### src/rtl/vend_pkg.sv
// ----------------------------------------------------------------------------
// vend_pkg
// Shared definitions for the vending transaction sequencer:
//   - coin codes COIN_1 / COIN_2 / COIN_5 as seen on coin and chg_coin
//   - coin_value(): coin code to credit units (0 marks an invalid code)
//   - state_e: sequencer state encoding
//   - PRICE: product price table in credit units, indexed by product id
// ----------------------------------------------------------------------------
package vend_pkg;

   localparam logic [2:0] COIN_1    = 3'b001;
   localparam logic [2:0] COIN_2    = 3'b010;
   localparam logic [2:0] COIN_5    = 3'b101;
   localparam logic [2:0] COIN_NONE = 3'b000;

   localparam int unsigned PRICE_N = 4;
   localparam int unsigned PRICE [PRICE_N] = '{2, 3, 5, 7};

   typedef enum logic [1:0] {
      ST_IDLE   = 2'd0,
      ST_CREDIT = 2'd1,
      ST_VEND   = 2'd2,
      ST_CHANGE = 2'd3
   } state_e;

   // Zero doubles as "invalid code" so callers need no separate valid flag.
   function automatic logic [2:0] coin_value(input logic [2:0] code);
      case (code)
         COIN_1:  return 3'd1;
         COIN_2:  return 3'd2;
         COIN_5:  return 3'd5;
         default: return 3'd0;
      endcase
   endfunction

endpackage

### src/rtl/vend_change_pick.sv
// ----------------------------------------------------------------------------
// vend_change_pick
// Greedy change denomination: the largest coin not exceeding the credit.
// Ports:
//   credit_i  in  CREDIT_W  remaining credit to pay out
//   coin_o    out 3         coin code to offer (COIN_NONE when credit is 0)
// ----------------------------------------------------------------------------
module vend_change_pick
   import vend_pkg::*;
#(
   parameter int CREDIT_W = 5
) (
   input  logic [CREDIT_W-1:0] credit_i,
   output logic [2:0]          coin_o
);

   always_comb begin
      if (credit_i >= CREDIT_W'(5))      coin_o = COIN_5;
      else if (credit_i >= CREDIT_W'(2)) coin_o = COIN_2;
      else if (credit_i != '0)           coin_o = COIN_1;
      else                               coin_o = COIN_NONE;
   end

endmodule

### src/rtl/vend_seq_ctrl.sv
// ----------------------------------------------------------------------------
// vend_seq_ctrl
// Vending transaction sequencer: accumulates coin credit, checks a selection
// against the price table, runs the dispenser req/ack handshake, then pays
// change largest coin first over a valid/ready hopper handshake.
// Ports:
//   clk, rst_n        clock, asynchronous active-low reset
//   coin_valid, coin  coin strobe and code from the acceptor
//   sel_valid, sel    selection strobe and product index from the keypad
//   cancel            refund request
//   disp_req/disp_id  dispense request (held until disp_ack) and product
//   disp_ack          dispenser done
//   chg_valid/chg_coin change coin offered, held until chg_ready
//   chg_ready         hopper accepts the offered coin
//   coin_rej          one-cycle pulse: inserted coin returned
//   sel_err           one-cycle pulse: selection refused
//   credit            current credit
//   busy              high while vending or paying change
// ----------------------------------------------------------------------------
module vend_seq_ctrl
   import vend_pkg::*;
#(
   parameter int NPROD      = 4,
   parameter int CREDIT_W   = 5,
   parameter int MAX_CREDIT = 20,
   parameter int TIMEOUT    = 255
) (
   input  logic                     clk,
   input  logic                     rst_n,
   input  logic                     coin_valid,
   input  logic [2:0]               coin,
   input  logic                     sel_valid,
   input  logic [$clog2(NPROD)-1:0] sel,
   input  logic                     cancel,
   output logic                     disp_req,
   output logic [$clog2(NPROD)-1:0] disp_id,
   input  logic                     disp_ack,
   output logic                     chg_valid,
   output logic [2:0]               chg_coin,
   input  logic                     chg_ready,
   output logic                     coin_rej,
   output logic                     sel_err,
   output logic [CREDIT_W-1:0]      credit,
   output logic                     busy
);

   localparam int SEL_W = $clog2(NPROD);
   localparam int TMR_W = $clog2(TIMEOUT + 1);

   state_e              state_q, state_d;
   logic [CREDIT_W-1:0] credit_q, credit_d;
   logic [SEL_W-1:0]    disp_id_q, disp_id_d;
   logic [TMR_W-1:0]    timer_q, timer_d;
   logic                coin_rej_q, coin_rej_d;
   logic                sel_err_q, sel_err_d;
   logic                disp_req_q, chg_valid_q, busy_q;
   logic [2:0]          chg_coin_q;

   logic [2:0]          coin_val;
   logic [CREDIT_W:0]   coin_sum;   // one extra bit so the ceiling test cannot wrap
   logic                accepted;
   logic [2:0]          pick_coin;

   // The offered coin is chosen from next-state credit so that the first
   // change coin appears in the same cycle the sequencer enters CHANGE.
   vend_change_pick #(.CREDIT_W(CREDIT_W)) u_pick (
      .credit_i (credit_d),
      .coin_o   (pick_coin)
   );

   assign coin_val = coin_value(coin);
   assign coin_sum = {1'b0, credit_q} + (CREDIT_W + 1)'(coin_val);

   always_comb begin
      // NOTE: every value assigned in this block gets a default first, so no
      // path leaves it unassigned and no latch is inferred.
      state_d    = state_q;
      credit_d   = credit_q;
      disp_id_d  = disp_id_q;
      timer_d    = timer_q;
      coin_rej_d = 1'b0;
      sel_err_d  = 1'b0;
      accepted   = 1'b0;

      case (state_q)
         ST_IDLE, ST_CREDIT: begin
            // Priority cancel > selection > coin; a coin losing to a
            // higher-priority event is handed back.
            if (cancel) begin
               if (credit_q != '0) begin
                  state_d  = ST_CHANGE;
                  accepted = 1'b1;
               end
               if (coin_valid) coin_rej_d = 1'b1;
            end else if (sel_valid) begin
               if ((int'(sel) < NPROD) && (credit_q >= CREDIT_W'(PRICE[sel]))) begin
                  disp_id_d = sel;
                  state_d   = ST_VEND;
                  accepted  = 1'b1;
               end else begin
                  sel_err_d = 1'b1;
               end
               if (coin_valid) coin_rej_d = 1'b1;
            end else if (coin_valid) begin
               if ((coin_val != 3'd0) && (coin_sum <= (CREDIT_W + 1)'(MAX_CREDIT))) begin
                  credit_d = coin_sum[CREDIT_W-1:0];
                  state_d  = ST_CREDIT;
                  accepted = 1'b1;
               end else begin
                  coin_rej_d = 1'b1;
               end
            end else if ((state_q == ST_CREDIT) && (timer_q == TMR_W'(TIMEOUT))) begin
               state_d = ST_CHANGE;
            end

            // The timer only runs while waiting in CREDIT with nothing accepted.
            if (accepted || (state_d != ST_CREDIT)) timer_d = '0;
            else                                    timer_d = timer_q + TMR_W'(1);
         end

         ST_VEND: begin
            if (coin_valid) coin_rej_d = 1'b1;
            if (sel_valid)  sel_err_d  = 1'b1;
            if (disp_ack) begin
               credit_d = credit_q - CREDIT_W'(PRICE[disp_id_q]);
               state_d  = (credit_d != '0) ? ST_CHANGE : ST_IDLE;
            end
         end

         ST_CHANGE: begin
            if (coin_valid) coin_rej_d = 1'b1;
            if (sel_valid)  sel_err_d  = 1'b1;
            if (chg_valid_q && chg_ready) begin
               credit_d = credit_q - CREDIT_W'(coin_value(chg_coin_q));
               if (credit_d == '0) state_d = ST_IDLE;
            end
         end

         default: state_d = ST_IDLE;
      endcase
   end

   always_ff @(posedge clk or negedge rst_n) begin
      if (!rst_n) begin
         state_q     <= ST_IDLE;
         credit_q    <= '0;
         disp_id_q   <= '0;
         timer_q     <= '0;
         coin_rej_q  <= 1'b0;
         sel_err_q   <= 1'b0;
         disp_req_q  <= 1'b0;
         chg_valid_q <= 1'b0;
         chg_coin_q  <= COIN_NONE;
         busy_q      <= 1'b0;
      end else begin
         // NOTE: non-blocking assignments so every register samples the
         // values from before this edge, independent of statement order.
         state_q     <= state_d;
         credit_q    <= credit_d;
         disp_id_q   <= disp_id_d;
         timer_q     <= timer_d;
         coin_rej_q  <= coin_rej_d;
         sel_err_q   <= sel_err_d;
         // Handshake outputs are registered decodes of the next state.
         disp_req_q  <= (state_d == ST_VEND);
         chg_valid_q <= (state_d == ST_CHANGE);
         chg_coin_q  <= (state_d == ST_CHANGE) ? pick_coin : COIN_NONE;
         busy_q      <= (state_d == ST_VEND) || (state_d == ST_CHANGE);
      end
   end

   assign disp_req  = disp_req_q;
   assign disp_id   = disp_id_q;
   assign chg_valid = chg_valid_q;
   assign chg_coin  = chg_coin_q;
   assign coin_rej  = coin_rej_q;
   assign sel_err   = sel_err_q;
   assign credit    = credit_q;
   assign busy      = busy_q;

endmodule

### config.mk
export PLATFORM = sky130hd
export DESIGN_NAME = vend_seq_ctrl
export DESIGN_NICKNAME = d
export VERILOG_FILES = /design/src/rtl/vend_pkg.sv /design/src/rtl/vend_change_pick.sv /design/src/rtl/vend_seq_ctrl.sv
export SDC_FILE = /design/constraint.sdc
export NUM_CORES = 1
export LEC_CHECK = 0
export CAP_MARGIN = 20
export CORE_ASPECT_RATIO = 0.9
export CORE_UTILIZATION = 55
export CTS_BUF_LIST = sky130_fd_sc_hd__clkbuf_16
export DETAILED_ROUTE_END_ITERATION = 10
export DONT_BUFFER_PORTS = 1
export GPL_TIMING_DRIVEN = 0
export PLACE_DENSITY = 0.83
export SYNTH_ARGS = -nofsm -noshare
export SYNTH_HDL_FRONTEND = slang
export SYNTH_SLANG_ARGS = --single-unit
### constraint.sdc
create_clock -name clk -period 2.7 [get_ports clk]
set_input_delay 0.27 -clock clk [delete_from_list [all_inputs] [get_ports clk]]
set_output_delay 0.27 -clock clk [all_outputs]
set_load 0.005 [all_outputs]
==> summary.txt <==
Status
  – Status: finished with violations
  – Failing checks: negative setup slack

Timing
  – Final cycle utilization of the critical path: 1.12
  – Hold WS: roughly 0.13 ns
  – Setup-failing EPs final: 14
  – Worst-Margin Slew: 0.779 ns
  – Clk_skew: 0.00173 ns
  – Worst slew margin: 0.475
  – Period minus WS final: a little over 3 ns
  – Final count of hold timing violations: 0
  – Slew Limit Fails: 0
  – Maximum clock frequency: 0.330 GHz
  – RSZ-0062 raised after global routing: yes
  – Final WS setup: -0.328 ns

Synthesis
  – Ys async rst share: 1.00
  – Main synth FF type: dfrtp_1
  – Mapped Cells: ~230
  – Seq cells post-synth: 24
  – Commonest cells post-synth: dfrtp_1, nand2_1, nor2_1, a21oi_1, ha_1
  – Most common cell in the netlist: dfrtp_1
  – Syn Area/Cell: 8.76 um^2
  – Distinct cells, synth: 54
  – Post-synthesis sequential area ratio: 0.303
  – Area leader, netlist: dfrtp_1
  – Post-Syn Nets: 254
  – Top cells by area, synth: dfrtp_1, ha_1, nand2_1, nor2_1, a21oi_1
  – Count of warnings emitted by yosys: 0
  – Number of enable flip-flop cells after synthesis: 0
  – Synth top area share: 0.303
  – Mapped Area: 0.00198 mm^2

Setup path
  – Crit-path max FO: 6
  – Crit start category: register
  – Slowest cell on crit path: dfrtp_2
  – Top Family by Delay on Critical Path: compound AO/OA/AOI/OAI gates
  – Critical path, cell by cell: ha_4, fa_2, xnor2_4, o221ai_2, a211oi_4, o21a_4, o31ai_4, a211o_1, nand2b_4, a2111oi_4
  – Critical Path RT: 2.86 ns
  – CP arrival: 3.19 ns
  – Critical Path Sink Type: register
  – Max stage delay on crit path: 0.48 ns
  – Crit path buf inv count: 0
  – Crit path kind: reg2reg

Place
  – Post-DP Area: 0.00206 mm^2
  – Global placement routability congestion: around 0.89
  – Dpl hpwl: 3.49 mm
  – # port buffers: 0
  – Placed Cells: 270

Global route
  – Initial antenna violation count: 0
  – Global route overflow: 0
  – Largest net degree at the start of global routing: 25
  – First-pass GRT wire length: roughly 8.6 mm
  – GRT Resource Usage Total: 0.295
  – Vias in the first global route: between 1500 and 2000

CTS
  – CTS root buf: clkbuf_16
  – CTS tree: built
  – Htree depth: 1
  – Worst-Skew Late Latency: 0.26 ns
  – Bufs on Longest Clock Path: 2
  – Sink Count: 24
  – Total CTS buffers: 3
  – Worst-path clk slew: 0.07 ns

Cells and area
  – Layout cells sized above 1: 0.267
  – Ant. Diodes: 0
  – # fillers: 223
  – Fin nets: 272
  – Post-route cell area: 0.00252 mm^2
  – Final Non-Filler Cells: around 290
  – Layout area overhead: 27.4%

Drt
  – Number of vias per cell: about 6.7
  – DR WL/cell: 20.2 um
  – Vias: 1937
  – ANT nets after route: 0
  – Router iterations before antenna repair: 8
  – Routed WL: 5.79 mm
  – Drt initial violations: 215
  – Detailed-route DRC error count: 0

Power and ir drop
  – Peak VDD IR: 0.849 mV
  – Lkg Pwr: 1.01 nW
  – Pwr dens: 1220 mW/mm^2
  – Design Power: about 3.1 mW

Die
  – Die area: 0.00385 mm^2
  – Rows: 20
  – Initial core utilization: 0.582
  – Die height: 58.9 um
  – Top Ports: 27
  – Die W: 65.3 um
  – Core ar.: around 0.0034 mm^2

Run
  – MaxCap Viol Count: 0

Hold path
  – HP Class: in2reg
==> timing repair <==
item / CTS / global route
resized for setup: 28 / 17
hold buffers: 1 / 0
setup endpoints to repair: 18 / 19
setup buffers: 9 / 2
endpoints found under the hold margin: 24 / 0
pin swaps: 14 / 15
==> layer usage <==
metal,up-vias,GRT usage,routed length (um),share of wire
met5,-,0,0,0
met4,0,0.0870,165,0.029
met3,24,0.0698,604,0.10
met2,132,0.468,2680,0.46
met1,915,0.402,2330,0.40
li1,866,-,-,-
==> cells in the final DEF, fill, tap and decap left out, drive strengths merged, types with 6 or more instances in the layout <==
cell type and instances:
xnor2 6, clkbuf 8, o21a 8, o21ai 12, nor3 7, a21oi 14, dfrtp 24, nor2 19
ha 13, a21o 6, inv 12, nor2b 6, nand2 22, buf 14, nand3 8
==> logic make-up after synthesis <==
kind of cell    Yosys count  share of synthesized area
compound gates           69                      0.267
xor+xnor                  7                     0.0347
fa+ha+maj                16                      0.112
buf+inv                  20                     0.0417
flops                    24                      0.303
mux                       3                     0.0158
simple gates             87                      0.226
==> sequential cells by signal (all words and copies together) (netlist names) <==
signal     count
sel_err        1
chg_valid      1
state_q        1
chg_coin       3
credit         5
timer_q        8
disp_id        2
disp_req       1
busy           1
coin_rej       1
==> power breakdown <==
part           switching, mW  internal (mW)
Clock                  0.142          0.295
Sequential             0.205          0.480
Combinational           1.13          0.840
Total                   1.47           1.62
==> metrics by stage <==
stage	util	TNS, ns	worst slack (ns)
after floorplan	-	-0.145	-0.127
after detailed placement	0.604	-5.05	-0.527
after CTS	0.699	-2.06	-0.287
final	0.742	-3.08	-0.328
after global routing	0.742	-4.34	-0.403
after global placement	0.604	-4.02	-0.452
==> layout make-up <==
class	count	area [um^2]	area share
multi-input combinational	182	1550	0.613
timing repair buffer	13	131	0.0521
tap	44	55.1	0.0218
sequential	24	603	0.239
buffer	7	33.8	0.0134
clock inverter	1	30.0	0.0119
clock buffer	3	75.1	0.0297
inverter	13	48.8	0.0193
==> worst paths after layout <==
path                       startpoint     endpoint  slack, ns  cells after the start
setup / recovery            credit[0]  chg_coin[1]      -0.33                     10
min in group asynchronous       rst_n    credit[3]       0.35                      1
hold / removal             coin_valid     coin_rej       0.13                      1
max in group asynchronous       rst_n    credit[1]       1.92                      2
hold reg to reg            timer_q[1]   timer_q[1]       0.56                      2
setup reg to reg            credit[0]  chg_coin[1]      -0.33                     10
Power figures use the tool's default switching activity.
